File: config.mk
export PLATFORM = sky130hd
export DESIGN_NAME = vend_credit_ctrl
export DESIGN_NICKNAME = d
export VERILOG_FILES = /design/src/rtl/vend_credit_ctrl_pkg.sv /design/src/rtl/vend_credit_ctrl_bin2bcd.sv /design/src/rtl/vend_credit_ctrl.sv
export SDC_FILE = /design/constraint.sdc
export NUM_CORES = 1
export LEC_CHECK = 0
export ABC_AREA = 1
export CAP_MARGIN = 20
export CELL_PAD_IN_SITES_DETAIL_PLACEMENT = 0
export CELL_PAD_IN_SITES_GLOBAL_PLACEMENT = 2
export CORE_MARGIN = 4
export CORE_UTILIZATION = 29
export CTS_BUF_LIST = sky130_fd_sc_hd__clkbuf_4 sky130_fd_sc_hd__clkbuf_8 sky130_fd_sc_hd__clkbuf_16
export DETAILED_ROUTE_END_ITERATION = 12
export GPL_ROUTABILITY_DRIVEN = 0
export PLACE_DENSITY = 0.76
export SETUP_SLACK_MARGIN = 0.3
export SLEW_MARGIN = 20
export SYNTH_ARGS = -nofsm -noshare
export SYNTH_HDL_FRONTEND = slang
export SYNTH_SLANG_ARGS = --single-unit
File: constraint.sdc
create_clock -name clk -period 3.85 [get_ports clk]
set_input_delay 0.385 -clock clk [delete_from_list [all_inputs] [get_ports clk]]
set_output_delay 0.385 -clock clk [all_outputs]
set_load 0.02 [all_outputs]
File: src/rtl/vend_credit_ctrl_pkg.sv
// Shared types and widths for the coin-credit and vend controller.
package vend_credit_ctrl_pkg;

    typedef enum logic [1:0] {
        ST_IDLE   = 2'd0,
        ST_VEND   = 2'd1,
        ST_CHANGE = 2'd2
    } vend_state_t;

    localparam int unsigned COIN_VAL_W = 8;
    localparam int unsigned BCD_W      = 8;

endpackage

File: src/rtl/vend_credit_ctrl_bin2bcd.sv
// Combinational double-dabble of a binary credit value (0..99) to two BCD digits.
module vend_bin2bcd #(
    parameter int unsigned W = 8
) (
    input  logic [W-1:0] bin,
    output logic [7:0]   bcd
);

    logic [7:0] acc;

    // Shift in MSB first; any bit shifted out the top would be a hundreds digit.
    always_comb begin
        acc = '0;
        for (int unsigned i = W; i > 0; i--) begin
            if (acc[3:0] > 4'd4) acc[3:0] = acc[3:0] + 4'd3;
            if (acc[7:4] > 4'd4) acc[7:4] = acc[7:4] + 4'd3;
            acc = {acc[6:0], bin[i-1]};
        end
    end

    assign bcd = acc;

endmodule

File: src/rtl/vend_credit_ctrl.sv
// Coin-credit accumulator and vend controller with handshaked change payout.
module vend_credit_ctrl
    import vend_credit_ctrl_pkg::*;
#(
    parameter int unsigned                   N_COINS    = 3,
    parameter logic [COIN_VAL_W*N_COINS-1:0] COIN_VALS  = {8'd5, 8'd2, 8'd1},
    parameter int unsigned                   PRICE      = 10,
    parameter int unsigned                   CW         = 8,
    parameter int unsigned                   MAX_CREDIT = 99,
    parameter int unsigned                   CHG_UNIT   = 1
) (
    input  logic               clk,
    input  logic               reset,
    input  logic [N_COINS-1:0] coin_in,
    input  logic               vend_req,
    input  logic               refund_req,
    input  logic               chg_ready,
    output logic               chg_valid,
    output logic               vend_pulse,
    output logic               coin_reject,
    output logic               short_pulse,
    output logic               busy,
    output logic [CW-1:0]      credit,
    output logic [BCD_W-1:0]   credit_bcd
);

    localparam logic [CW-1:0] PRICE_C = CW'(PRICE);
    localparam logic [CW:0]   MAX_C   = (CW+1)'(MAX_CREDIT);
    localparam logic [CW-1:0] UNIT_C  = CW'(CHG_UNIT);

    vend_state_t state_q, state_d;

    logic [CW-1:0]         credit_q, credit_d;
    logic [N_COINS-1:0]    coin_prev_q;
    logic [N_COINS-1:0]    coin_edge;
    logic [N_COINS-1:0]    edge_low;
    logic [COIN_VAL_W-1:0] sel_val;
    logic [CW:0]           coin_sum;
    logic                  coin_any;
    logic                  coin_extra;
    logic                  coin_ok;
    logic                  reject_d;
    logic                  short_d;
    logic [BCD_W-1:0]      bcd_d;

    assign coin_edge  = coin_in & ~coin_prev_q;
    assign edge_low   = coin_edge & (~coin_edge + N_COINS'(1));
    assign coin_any   = |coin_edge;
    assign coin_extra = |(coin_edge & ~edge_low);

    always_comb begin
        sel_val = '0;
        for (int unsigned i = 0; i < N_COINS; i++) begin
            if (edge_low[i]) sel_val = COIN_VALS[COIN_VAL_W*i +: COIN_VAL_W];
        end
    end

    assign coin_sum = {1'b0, credit_q} + (CW+1)'(sel_val);
    assign coin_ok  = coin_any && (coin_sum <= MAX_C);

    always_comb begin
        state_d  = state_q;
        credit_d = credit_q;
        reject_d = 1'b0;
        short_d  = 1'b0;
        case (state_q)
            ST_IDLE: begin
                if (coin_ok) credit_d = coin_sum[CW-1:0];
                reject_d = (coin_any && !coin_ok) || coin_extra;
                // vend_req blocks refund outright, even when it only produces a short pulse
                if (vend_req) begin
                    if (credit_q >= PRICE_C) state_d = ST_VEND;
                    else                     short_d = 1'b1;
                end else if (refund_req && (credit_q != '0)) begin
                    state_d = ST_CHANGE;
                end
            end
            ST_VEND: begin
                reject_d = coin_any;
                if (credit_q > PRICE_C) begin
                    credit_d = credit_q - PRICE_C;
                    state_d  = ST_CHANGE;
                end else begin
                    credit_d = '0;
                    state_d  = ST_IDLE;
                end
            end
            ST_CHANGE: begin
                reject_d = coin_any;
                if (credit_q == '0) begin
                    state_d = ST_IDLE;
                end else if (chg_valid && chg_ready) begin
                    if (credit_q <= UNIT_C) begin
                        credit_d = '0;
                        state_d  = ST_IDLE;
                    end else begin
                        credit_d = credit_q - UNIT_C;
                    end
                end
            end
            default: begin
                state_d  = ST_IDLE;
                credit_d = '0;
            end
        endcase
    end

    vend_bin2bcd #(
        .W (CW)
    ) u_bin2bcd (
        .bin (credit_q),
        .bcd (bcd_d)
    );

    always_ff @(posedge clk or posedge reset) begin
        if (reset) begin
            state_q     <= ST_IDLE;
            credit_q    <= '0;
            coin_prev_q <= '1;
            chg_valid   <= 1'b0;
            vend_pulse  <= 1'b0;
            coin_reject <= 1'b0;
            short_pulse <= 1'b0;
            busy        <= 1'b0;
            credit_bcd  <= '0;
        end else begin
            state_q     <= state_d;
            credit_q    <= credit_d;
            coin_prev_q <= coin_in;
            chg_valid   <= (state_d == ST_CHANGE);
            vend_pulse  <= (state_d == ST_VEND);
            coin_reject <= reject_d;
            short_pulse <= short_d;
            busy        <= (state_d != ST_IDLE);
            credit_bcd  <= bcd_d;
        end
    end

    assign credit = credit_q;

endmodule
* Yosys cells after proc, flatten, opt, wreduce, memory -nomap -nowiden
Index checks and enable logic that the tools add are counted.
** Storage, ports and cells
- Register bits after elaboration :: 26
- Bits in latches :: 0
- Memory bits (writable) :: 0
- ROM bits :: 0
- Bits of input ports :: 8
- Output and inout port bits :: 21
- Logic and storage cells :: 86
- Memories :: 0
** Cells by class
- Add/subtract/negate cells :: 11
- $mul :: 0
- Div/mod/pow operators :: 0
- Order comparisons :: 11
- Equal/unequal tests :: 7
- Shift-type cells :: 0
- Muxes and demuxes :: 28
- Bitwise operators :: 6
- Reductions and logical operators :: 14
** Operator list (number)
- 8-bit two-way mux :: 7
- 8-bit one-hot mux with 3 select lines :: 1
- 4-bit by 3-bit > comparator with 1-bit output (second input constant) :: 5
- 4-bit two-way mux :: 5
- 4-bit by 2-bit adder with 4-bit output (second input constant) :: 4
- 2-bit two-way mux :: 7
- 8-bit by 8-bit adder with 9-bit output :: 1
- 3-bit bitwise AND :: 3
- 9-bit by 7-bit <= comparator with 1-bit output (second input constant) :: 1
- 3-bit inverter :: 3
- 8-bit by 4-bit >= comparator with 1-bit output (second input constant) :: 1
- 8-bit by 4-bit > comparator with 1-bit output (second input constant) :: 1
- 8-bit by 1-bit <= comparator with 1-bit output (second input constant) :: 1
- 8-bit logical NOT :: 1
- 8-bit nonzero test :: 1
- 8-bit by 1-bit subtractor with 8-bit output (second input constant) :: 1
- 8-bit by 4-bit subtractor with 8-bit output (second input constant) :: 1
- 3-bit by 2-bit adder with 3-bit output (second input constant) :: 2
- 3-bit > comparator (second input constant) :: 2
- 3-bit two-way mux :: 2
- 2-bit != test (second input constant) :: 3
- 2-bit one-hot mux with 3 select lines :: 1
- 3-bit OR reduction :: 2
- 3-bit by 2-bit adder with 4-bit output (second input constant) :: 1
- 12 further kinds :: 20

* Longest topological paths before layout
Gate-level depths: netlist (run 1).
- Word-level depth :: 15
- Mapped depth :: 34
- Depth with buffers taken out :: 33

* By module
A second synthesis (run 1) with hierarchy kept.
** Second synthesis, totals
- Cell total of the unflattened synthesis :: 374
- Area, all modules :: 2509.9 µm²
** Modules (own cells, without submodules)
- vend_credit_ctrl :: times used 1, cells each 243, area an instance 1794.2 µm², seq. area each 654.4 µm²
- vend_bin2bcd :: times used 1, cells each 131, area an instance 715.7 µm², seq. area each 0.0 µm²

* Worst setup path before layout (run 1)
OpenSTA, ideal clock, no wires.
- Path kind :: reg2reg
- From :: register credit_q[5], in the netlist credit[5]
- To :: register credit_bcd[5]
- Library setup time :: 0.123 ns
- Arrival :: 3.758 ns
- Data required time :: 3.727 ns
- Slack :: -0.030 ns
- Stages on the path, launching flop included :: 33
- Buffers on the path :: 1
- Period minus slack after synthesis :: 3.880 ns
- Cell sequence :: dfrtp_1 buf_4 inv_2 ha_1 inv_1 ha_1 inv_1 nand2_1 nand2_1 ha_1 inv_1 nand3_4 nand3_1 nand2_2 ha_1 inv_1 nand3_2 nand2_4 inv_1 nor2_1 inv_2 ha_1 inv_1 ha_1 inv_1 nand2_1 nand2_1 ha_1 inv_1 nand2_1 nand2_1 inv_1 xor2_1
** On the way
- Longest elaborated chain between the ends :: 10
- Elaborated cells on any way between the ends :: 18
- Those cells by class :: add/sub (6); order compare (6); mux (6)
** RTL lines
- start: declaration :: RTL line vend_credit_ctrl.sv:33 : logic [CW-1:0] credit_q, credit_d;
- start signal: assignment :: RTL line vend_credit_ctrl.sv:128 : credit_q <= credit_d;
- 3-bit by 2-bit adder with 4-bit output or 3-bit > comparator (tied branches) :: RTL line vend_credit_ctrl_bin2bcd.sv:15 : if (acc[3:0] > 4'd4) acc[3:0] = acc[3:0] + 4'd3;
- 4-bit two-way mux (*) :: RTL line vend_credit_ctrl_bin2bcd.sv:15
- 4-bit by 2-bit adder with 4-bit output or 4-bit by 3-bit > comparator with 1-bit output (tied branches) :: RTL line vend_credit_ctrl_bin2bcd.sv:15
- 4-bit two-way mux :: RTL line vend_credit_ctrl_bin2bcd.sv:15
- 4-bit by 2-bit adder with 4-bit output or 4-bit by 3-bit > comparator with 1-bit output (tied branches) :: RTL line vend_credit_ctrl_bin2bcd.sv:15
- 4-bit two-way mux :: RTL line vend_credit_ctrl_bin2bcd.sv:15
- 4-bit by 2-bit adder with 4-bit output (tied with other cells) :: RTL line vend_credit_ctrl_bin2bcd.sv:15
- 4-bit two-way mux or 3-bit two-way mux (tied branches) :: RTL line vend_credit_ctrl_bin2bcd.sv:15, vend_credit_ctrl_bin2bcd.sv:16
- 4-bit by 3-bit > comparator with 1-bit output or 3-bit by 2-bit adder with 3-bit output (tied branches) :: RTL line vend_credit_ctrl_bin2bcd.sv:16 : if (acc[7:4] > 4'd4) acc[7:4] = acc[7:4] + 4'd3;
- 3-bit two-way mux (*) :: RTL line vend_credit_ctrl_bin2bcd.sv:16
- named net bcd_d[5] :: RTL line vend_credit_ctrl.sv:44 : logic [BCD_W-1:0] bcd_d;
- end signal: assignment :: RTL line vend_credit_ctrl.sv:125 : credit_bcd <= '0;
- end signal: assignment :: RTL line vend_credit_ctrl.sv:135 : credit_bcd <= bcd_d;
- end: declaration :: RTL line vend_credit_ctrl.sv:24 : output logic [BCD_W-1:0] credit_bcd
Mark *: on every way through the listed nets, which the timed path passes. The rest lies on a longest branch.
A chain may end at the register's enable or synchronous reset.

* Worst setup path in the final report (run 1)
- From :: register credit_q[6], in the netlist credit[6]
- To :: register credit_bcd[5]
** On the way
- Longest elaborated chain between the ends :: 10
- Elaborated cells on any way between the ends :: 18
- Those cells by class :: add/sub (6); order compare (6); mux (6)
** RTL lines (RTL line)
- 3-bit by 2-bit adder with 4-bit output or 3-bit > comparator (tied branches) :: vend_credit_ctrl_bin2bcd.sv:15
- 4-bit two-way mux (*) :: vend_credit_ctrl_bin2bcd.sv:15
- 4-bit by 2-bit adder with 4-bit output or 4-bit by 3-bit > comparator with 1-bit output (tied branches) :: vend_credit_ctrl_bin2bcd.sv:15
- 4-bit two-way mux :: vend_credit_ctrl_bin2bcd.sv:15
- 4-bit by 3-bit > comparator with 1-bit output or 4-bit by 2-bit adder with 4-bit output (tied branches) :: vend_credit_ctrl_bin2bcd.sv:15
- 4-bit two-way mux :: vend_credit_ctrl_bin2bcd.sv:15
- 4-bit by 2-bit adder with 4-bit output (tied with other cells) :: vend_credit_ctrl_bin2bcd.sv:15
- 4-bit two-way mux or 3-bit two-way mux (tied branches) :: vend_credit_ctrl_bin2bcd.sv:15, vend_credit_ctrl_bin2bcd.sv:16
- 4-bit by 3-bit > comparator with 1-bit output or 3-bit by 2-bit adder with 3-bit output (tied branches) :: vend_credit_ctrl_bin2bcd.sv:16
- 3-bit two-way mux (*) :: vend_credit_ctrl_bin2bcd.sv:16
- named net bcd_d[5] :: vend_credit_ctrl.sv:44
Marks and branches as above.

==> results by group, run 1 <==
Status
  • Status: finished, final reports clean

Final layout
  • Area delta synth->final: 28.2%
  • Commonest non-fill, non-tap cell in the layout: nand2_1
  • # nets final: 425
  • N_diodes: 0
  • Fin util: 0.385
  • Share of cells above drive strength 1: 0.235
  • Most frequent cells in the layout: nand2_1, inv_1, clkdlybuf4s50_1

Synth
  • #FFs+latches synth: 26
  • Synth Instances: 343
  • Syn Area/Cell: 7.27 sq um
  • Most common flop cell mapped by yosys: dfrtp_1
  • Post-synthesis compound-gate area fraction: 0.0943
  • Mux cell area share after synthesis: 0
  • Main combinational cell family by area after synthesis: simple AND/OR/NAND/NOR gates
  • YS warnings: 0
  • Synth async-reset ratio: 1.00
  • Synth Area in Simple Gates: 0.352
  • Yosys cell types: 35
  • EDFF count, synth: 0
  • Post-synthesis adder-cell area fraction: 0.144
  • Xor-xnor portion of the synthesized cell area: 0.0492
  • Sequential element share of the synthesized area: 0.262
  • Cell area after synthesis: 2490 sq um
  • Syn nets: 379

Critical path
  • Worst path slowest cell: dfrtp_2
  • CP max stage delay: 440 ps
  • Crit-path most repeated cell: nand2_2
  • Worst EP arrival: 3500 ps
  • Required time worst endpoint: 4020 ps
  • Worst R2R Setup Slack: 520 ps
  • Worst setup EP type: register
  • Reg2Reg Launch Point: credit[6]
  • Worst reg2reg endpoint: credit_bcd[5]
  • CP Launch Type: register
  • Crit Path Category: register to register
  • Crit-path max FO: 4
  • R2r worst-path depth: 32

Global routing
  • Gr ovfl total: 0
  • Vias in the first global route: 2,270
  • Initial antenna violation count: 0
  • First-pass GRT wire length: 10.6 mm
  • Largest net degree at the start of global routing: 27
  • GRT Resource Usage Total: 0.128

Job
  • Max cap viols: 0

CTS
  • Clk_lat worst skew: 270 ps
  • Worst-path clk slew: 100 ps
  • CTS H-Tree Depth: 1
  • Clock Tree Buf Depth: 2
  • CTS Buf Count: 3
  • CTS tree: built
  • Clk sinks: 26
  • CTS Root Cell: clkbuf_8
  • Hold Buf Count CTS: 0

Route
  • Antenna-violating nets left: 0
  • Via count: 2,270
  • # DRC: 0
  • DR iter-0 viols: 87
  • WL/cell: 12.6 um
  • WL final: 6.21 mm
  • Pre-antenna DRT Iters: 4
  • DR vias/cell: 4.60

Power and ir drop
  • Switching Fraction: 0.526
  • Pwr/cell area: 977 nW/um^2
  • Clock power share: 0.058
  • VDD IR-drop max: 0.274 mV
  • Switching pwr: 1.64 mW
  • Pint: 1.48 mW
  • Combinational Power Share: 0.790
  • P_leak: 1.57 nW
  • Sequential Power Share: 0.152

Hold path
  • Min-delay worst type: input pin to asynchronous set/reset pin

Floorplan
  • Core area: 8300 sq um
  • Die area: 10,100 sq um
  • Die Height: 101 um
  • Cell row count: 33
  • Die width: 101 um
  • Starting Density: 0.300
  • I/O pin total: 29

STA
  • Post-route clock period utilization: 0.866
  • Achievable Freq: 300 MHz
  • Layout Skew: 6.52 ps
  • Slew headroom: 0.607
  • Fin crit period: 3330 ps
  • Worst Max-Slew Pin Slew: 584 ps
  • Hold WS: 479 ps
  • Setup TNS: 0 ps
  • Final number of max-transition violations: 0
  • Final Hold Vio Count: 0
  • Final setup fails: 0
  • RSZ-0062 raised after global routing: false

Placement
  • DP HPWL: 4.75 mm
  • IO Port Bufs: 28
[state kept, by name, summed over array words and instances, names as in the netlist]
name and count:
busy 1, chg_valid 1, coin_prev_q 3, coin_reject 1, credit 8, credit_bcd 8, short_pulse 1, state_q 2
vend_pulse 1
[stage by stage]
stage / power [mW] / cell area, sq um / std cells / setup WS, ps
2_1_floorplan: 2.20 / 2540 / 343 / 304
3_3_place_gp: 2.73 / 2930 / 473 / 199
3_5_place_dp: 2.73 / 2930 / 473 / 85.8
4_1_cts: 2.96 / 3020 / 481 / 320
5_1_grt: 3.50 / 3200 / 493 / 300
6_report: 3.12 / 3200 / 493 / 516
[per-layer routing]
layer,GRT usage,part of all wire,up-vias
met5,0,0,-
met2,0.216,0.48,34
li1,-,-,1187
met4,0.0197,0.0058,0
met3,0.0228,0.035,4
met1,0.173,0.48,1045
[worst max-delay path by stage]
stage	from	to	slack, ps
floorplan	credit[5]	credit_bcd[5]	300
global placement	credit[6]	credit_bcd[5]	200
detailed placement	credit[6]	credit_bcd[5]	90
CTS	credit[5]	credit_bcd[5]	320
global route	credit[5]	credit_bcd[1]	300
finish	credit[6]	credit_bcd[5]	520
[power by group through the flow]
stage	registers (mW)	logic, mW	clock network [mW]
after floorplan	0.560	1.64	0
after global placement	0.487	2.24	0
after detailed placement	0.488	2.24	0
after CTS	0.478	2.28	0.194
after global routing	0.491	2.80	0.207
final	0.475	2.47	0.182
[cells in the mapped netlist (2+ instances only)]
cell / count / share of area
a21oi_1: 5 / 0.010
buf_2: 2 / 0.0040
buf_4: 3 / 0.0090
dfrtp_1: 23 / 0.23
dfstp_2: 3 / 0.032
ha_1: 27 / 0.14
inv_1: 50 / 0.075
inv_2: 5 / 0.0075
nand2_1: 83 / 0.12
nand2_2: 9 / 0.023
nand2_4: 9 / 0.041
nand3_1: 22 / 0.044
nand3_2: 6 / 0.024
nand3_4: 2 / 0.014
nand3b_1: 3 / 0.0090
nand4_1: 7 / 0.018
nor2_1: 26 / 0.039
nor3_1: 3 / 0.0060
o211ai_1: 3 / 0.0090
o21ai_0: 20 / 0.040
o21ai_1: 2 / 0.0040
o221ai_1: 3 / 0.011
o22ai_1: 2 / 0.0050
or2_2: 2 / 0.0050
xor2_1: 13 / 0.046
[worst max-delay path: cells and delay by family (launching register included)]
| family | cells | cell delay [ps] |
|---|---|---|
| fa+ha+maj | 7 | 1110 |
| buf+inv | 11 | 560 |
| simple gates | 13 | 950 |
| xor+xnor | 1 | 140 |
| flops | 1 | 440 |
[what timing repair did]
action                                 4_1_cts  5_1_grt
setup endpoints to repair                    6       10
pin swaps                                    2       12
setup buffers                                4       12
resized for setup                            1       28
endpoints found under the hold margin        0        0
[cell type report]
type	instances	area, sq um
Sequential cell	26	657
Timing Repair Buffer	47	423
Multi-Input combinational cell	255	1710
Inverter	56	225
Clock buffer	4	55.1
Tap cell	105	131
Fill cell	878	5100
[kinds of logic after synthesis]
group                      after synthesis
and+or+nand+nor                        173
AOI/OAI and AO/OA                       40
DFF                                     26
xor gates and xnor gates                14
adders and majority gates               28
buffers and inverters                   62
Power figures use the tool's default switching activity.
==> inputs of run 2 (changes only) <==
GPL_ROUTABILITY_DRIVEN = 1   (was 0)
MAX_ROUTING_LAYER = met4   (was unset)
==> run 2 against run 1 <==
Net effect: first-iteration DRC count down 14%; design area stayed put; critical path type unchanged; sequential share of layout area stayed put; via count is 0.57% lower; combinational power about the same; die area did not move; register-to-register slack about the same; setup slack improved by 2.1 ps; final cell count did not move; largest power group unchanged; critical endpoint unchanged; critical path depth unchanged; clock-buffer cell count stayed put; maximum frequency about the same.
==> results by group, run 2 (synthesis results as in run 1) <==
Status
  • Status: finished, final reports clean (unchanged)

Power and ir drop
  • Combinational Power Share: 0.789 (was 0.790)
  • Clock power share: 0.059 (was 0.058)
  • Total power: 3.13 mW (was 3.12 mW)
  • Switching pwr: 1.65 mW (was 1.64 mW)
  • P_leak: 1.57 nW (unchanged)
  • Sequential Power Share: 0.152 (about the same)
  • Pwr/cell area: 980 nW/um^2 (was 977 nW/um^2)
  • VDD IR-drop max: 0.275 mV (was 0.274 mV)
  • Pint: 1.48 mW (about the same)
  • Switching Fraction: 0.527 (was 0.526)

STA
  • Layout Skew: 2.92 ps (was 6.52 ps)
  • Hold WS: 473 ps (was 479 ps)
  • Slew headroom: 0.606 (was 0.607)
  • Post-route clock period utilization: 0.865 (was 0.866)
  • Final setup fails: 0 (unchanged)
  • Fin crit period: 3330 ps (about the same)
  • RSZ-0062 raised after global routing: false (unchanged)
  • Final number of max-transition violations: 0 (unchanged)
  • Achievable Freq: 300 MHz (about the same)
  • Final Hold Vio Count: 0 (unchanged)
  • Setup TNS: 0 ps (unchanged)
  • Final WS setup: 519 ps (was 516 ps)
  • Worst Max-Slew Pin Slew: 585 ps (was 584 ps)

Hold path
  • Min-delay worst type: input pin to asynchronous set/reset pin (unchanged)

Critical path
  • Required time worst endpoint: 4020 ps (about the same)
  • CP max stage delay: 440 ps (about the same)
  • Worst setup EP type: register (unchanged)
  • R2r worst-path depth: 32 (unchanged)
  • Worst EP arrival: 3500 ps (about the same)
  • Worst path slowest cell: dfrtp_2 (unchanged)
  • CP Launch Type: register (unchanged)
  • Crit-path max FO: 4 (unchanged)
  • Crit-path most repeated cell: nand2_2 (unchanged)
  • Crit Path Category: register to register (unchanged)

Job
  • Max cap viols: 0 (unchanged)

Floorplan
  • Cell row count: 33 (unchanged)
  • Die width: 101 um (unchanged)
  • Core area: 8300 sq um (unchanged)
  • Die area: 10,100 sq um (unchanged)
  • I/O pin total: 29 (unchanged)
  • Starting Density: 0.300 (unchanged)
  • Die Height: 101 um (unchanged)

Placement
  • Placed Instance Area: 2930 sq um (unchanged)
  • Gpl congestion: 0.830
  • Placed Instances: 473 (unchanged)
  • IO Port Bufs: 28 (unchanged)
  • Setup WS pre-CTS: 85.8 ps (unchanged)
  • DP HPWL: 4.75 mm (unchanged)

Global routing
  • First-pass GRT wire length: 10.6 mm (about the same)
  • Gr ovfl total: 0 (unchanged)
  • Largest net degree at the start of global routing: 27 (unchanged)
  • Vias in the first global route: 2,264 (was 2,270)
  • Initial antenna violation count: 0 (unchanged)
  • GRT Resource Usage Total: 0.132 (was 0.128)

Route
  • Via count: 2,257 (was 2,270)
  • Pre-antenna DRT Iters: 4 (unchanged)
  • # DRC: 0 (unchanged)
  • WL/cell: 12.6 um (about the same)
  • DR iter-0 viols: 75 (was 87)
  • DR vias/cell: 4.58 (was 4.60)
  • WL final: 6.23 mm (was 6.21 mm)
  • Antenna-violating nets left: 0 (unchanged)

CTS
  • CTS Buf Count: 3 (unchanged)
  • Clock Tree Buf Depth: 2 (unchanged)
  • Clk_lat worst skew: 270 ps (about the same)
  • CTS Root Cell: clkbuf_8 (unchanged)
  • Hold Buf Count CTS: 0 (unchanged)
  • CTS H-Tree Depth: 1 (unchanged)
  • Worst-path clk slew: 100 ps (about the same)
  • Clk sinks: 26 (unchanged)
  • CTS tree: built (unchanged)

Final layout
  • Final std cells w/o fill: 493 (unchanged)
  • Non-Filler Cell Area, Final: 3200 sq um (unchanged)
  • Share of cells above drive strength 1: 0.235 (unchanged)
  • Fin util: 0.385 (unchanged)
  • Most frequent cells in the layout: nand2_1, inv_1, clkdlybuf4s50_1 (unchanged)
  • Area delta synth->final: 28.2% (unchanged)
  • # nets final: 425 (unchanged)
  • N_diodes: 0 (unchanged)
  • Commonest non-fill, non-tap cell in the layout: nand2_1 (unchanged)
==> run 2: cell counts in the layout (fill, tap and decap cells not counted) <==
Identical to the previous run, type by type.
==> run 2: path summary, 6_finish.rpt <==
kind	startpoint	to	slack, ps
min in group clk	coin_in[1]	coin_prev_q[1]	530
worst min-delay path	reset	credit_bcd[1]	470
worst max-delay path	credit[6]	credit_bcd[5]	520
max in group asynchronous	reset	credit[6]	2960
worst max register to register	credit[6]	credit_bcd[5]	520
worst min register to register	credit[0]	credit_bcd[0]	570
==> run 2: final cells by class <==
cell class                 count  area (sq um)
tap                          105           131
multi-input combinational    255          1710
inverter                      56           225
fill                         878          5100
clock buffer                   4          55.1
sequential                    26           657
timing repair buffer          47           423
==> run 2: repair_timing <==
item,in CTS,in global routing
gates cloned,0,0
pin swaps,2,12
hold endpoints to repair,0,0
buffers inserted,4,12
resized for setup,1,28
setup endpoints to repair,6,10
==> run 2: worst max-delay path: cells and delay by family, from the launching register on <==
family	cells	cell delay [ps]
adders and majority gates	7	1110
and+or+nand+nor	13	950
buffers and inverters	11	560
xor gates and xnor gates	1	140
DFF	1	440
==> run 2: per-layer routing <==
metal | share of wire | up-vias | track usage
met5 | 0 | - | -
met4 | 0.0058 | 0 | 0.0197
met3 | 0.031 | 4 | 0.0215
met2 | 0.48 | 36 | 0.217
met1 | 0.48 | 1030 | 0.174
li1 | - | 1187 | -
==> run 2: power groups by stage <==
stage	clock (mW)	combinational, mW	sequential [mW]
after CTS	0.194	2.28	0.478
after detailed placement	0	2.24	0.488
final	0.185	2.47	0.475
after global placement	0	2.24	0.487
after floorplan	0	1.64	0.560
after global routing	0.207	2.80	0.491
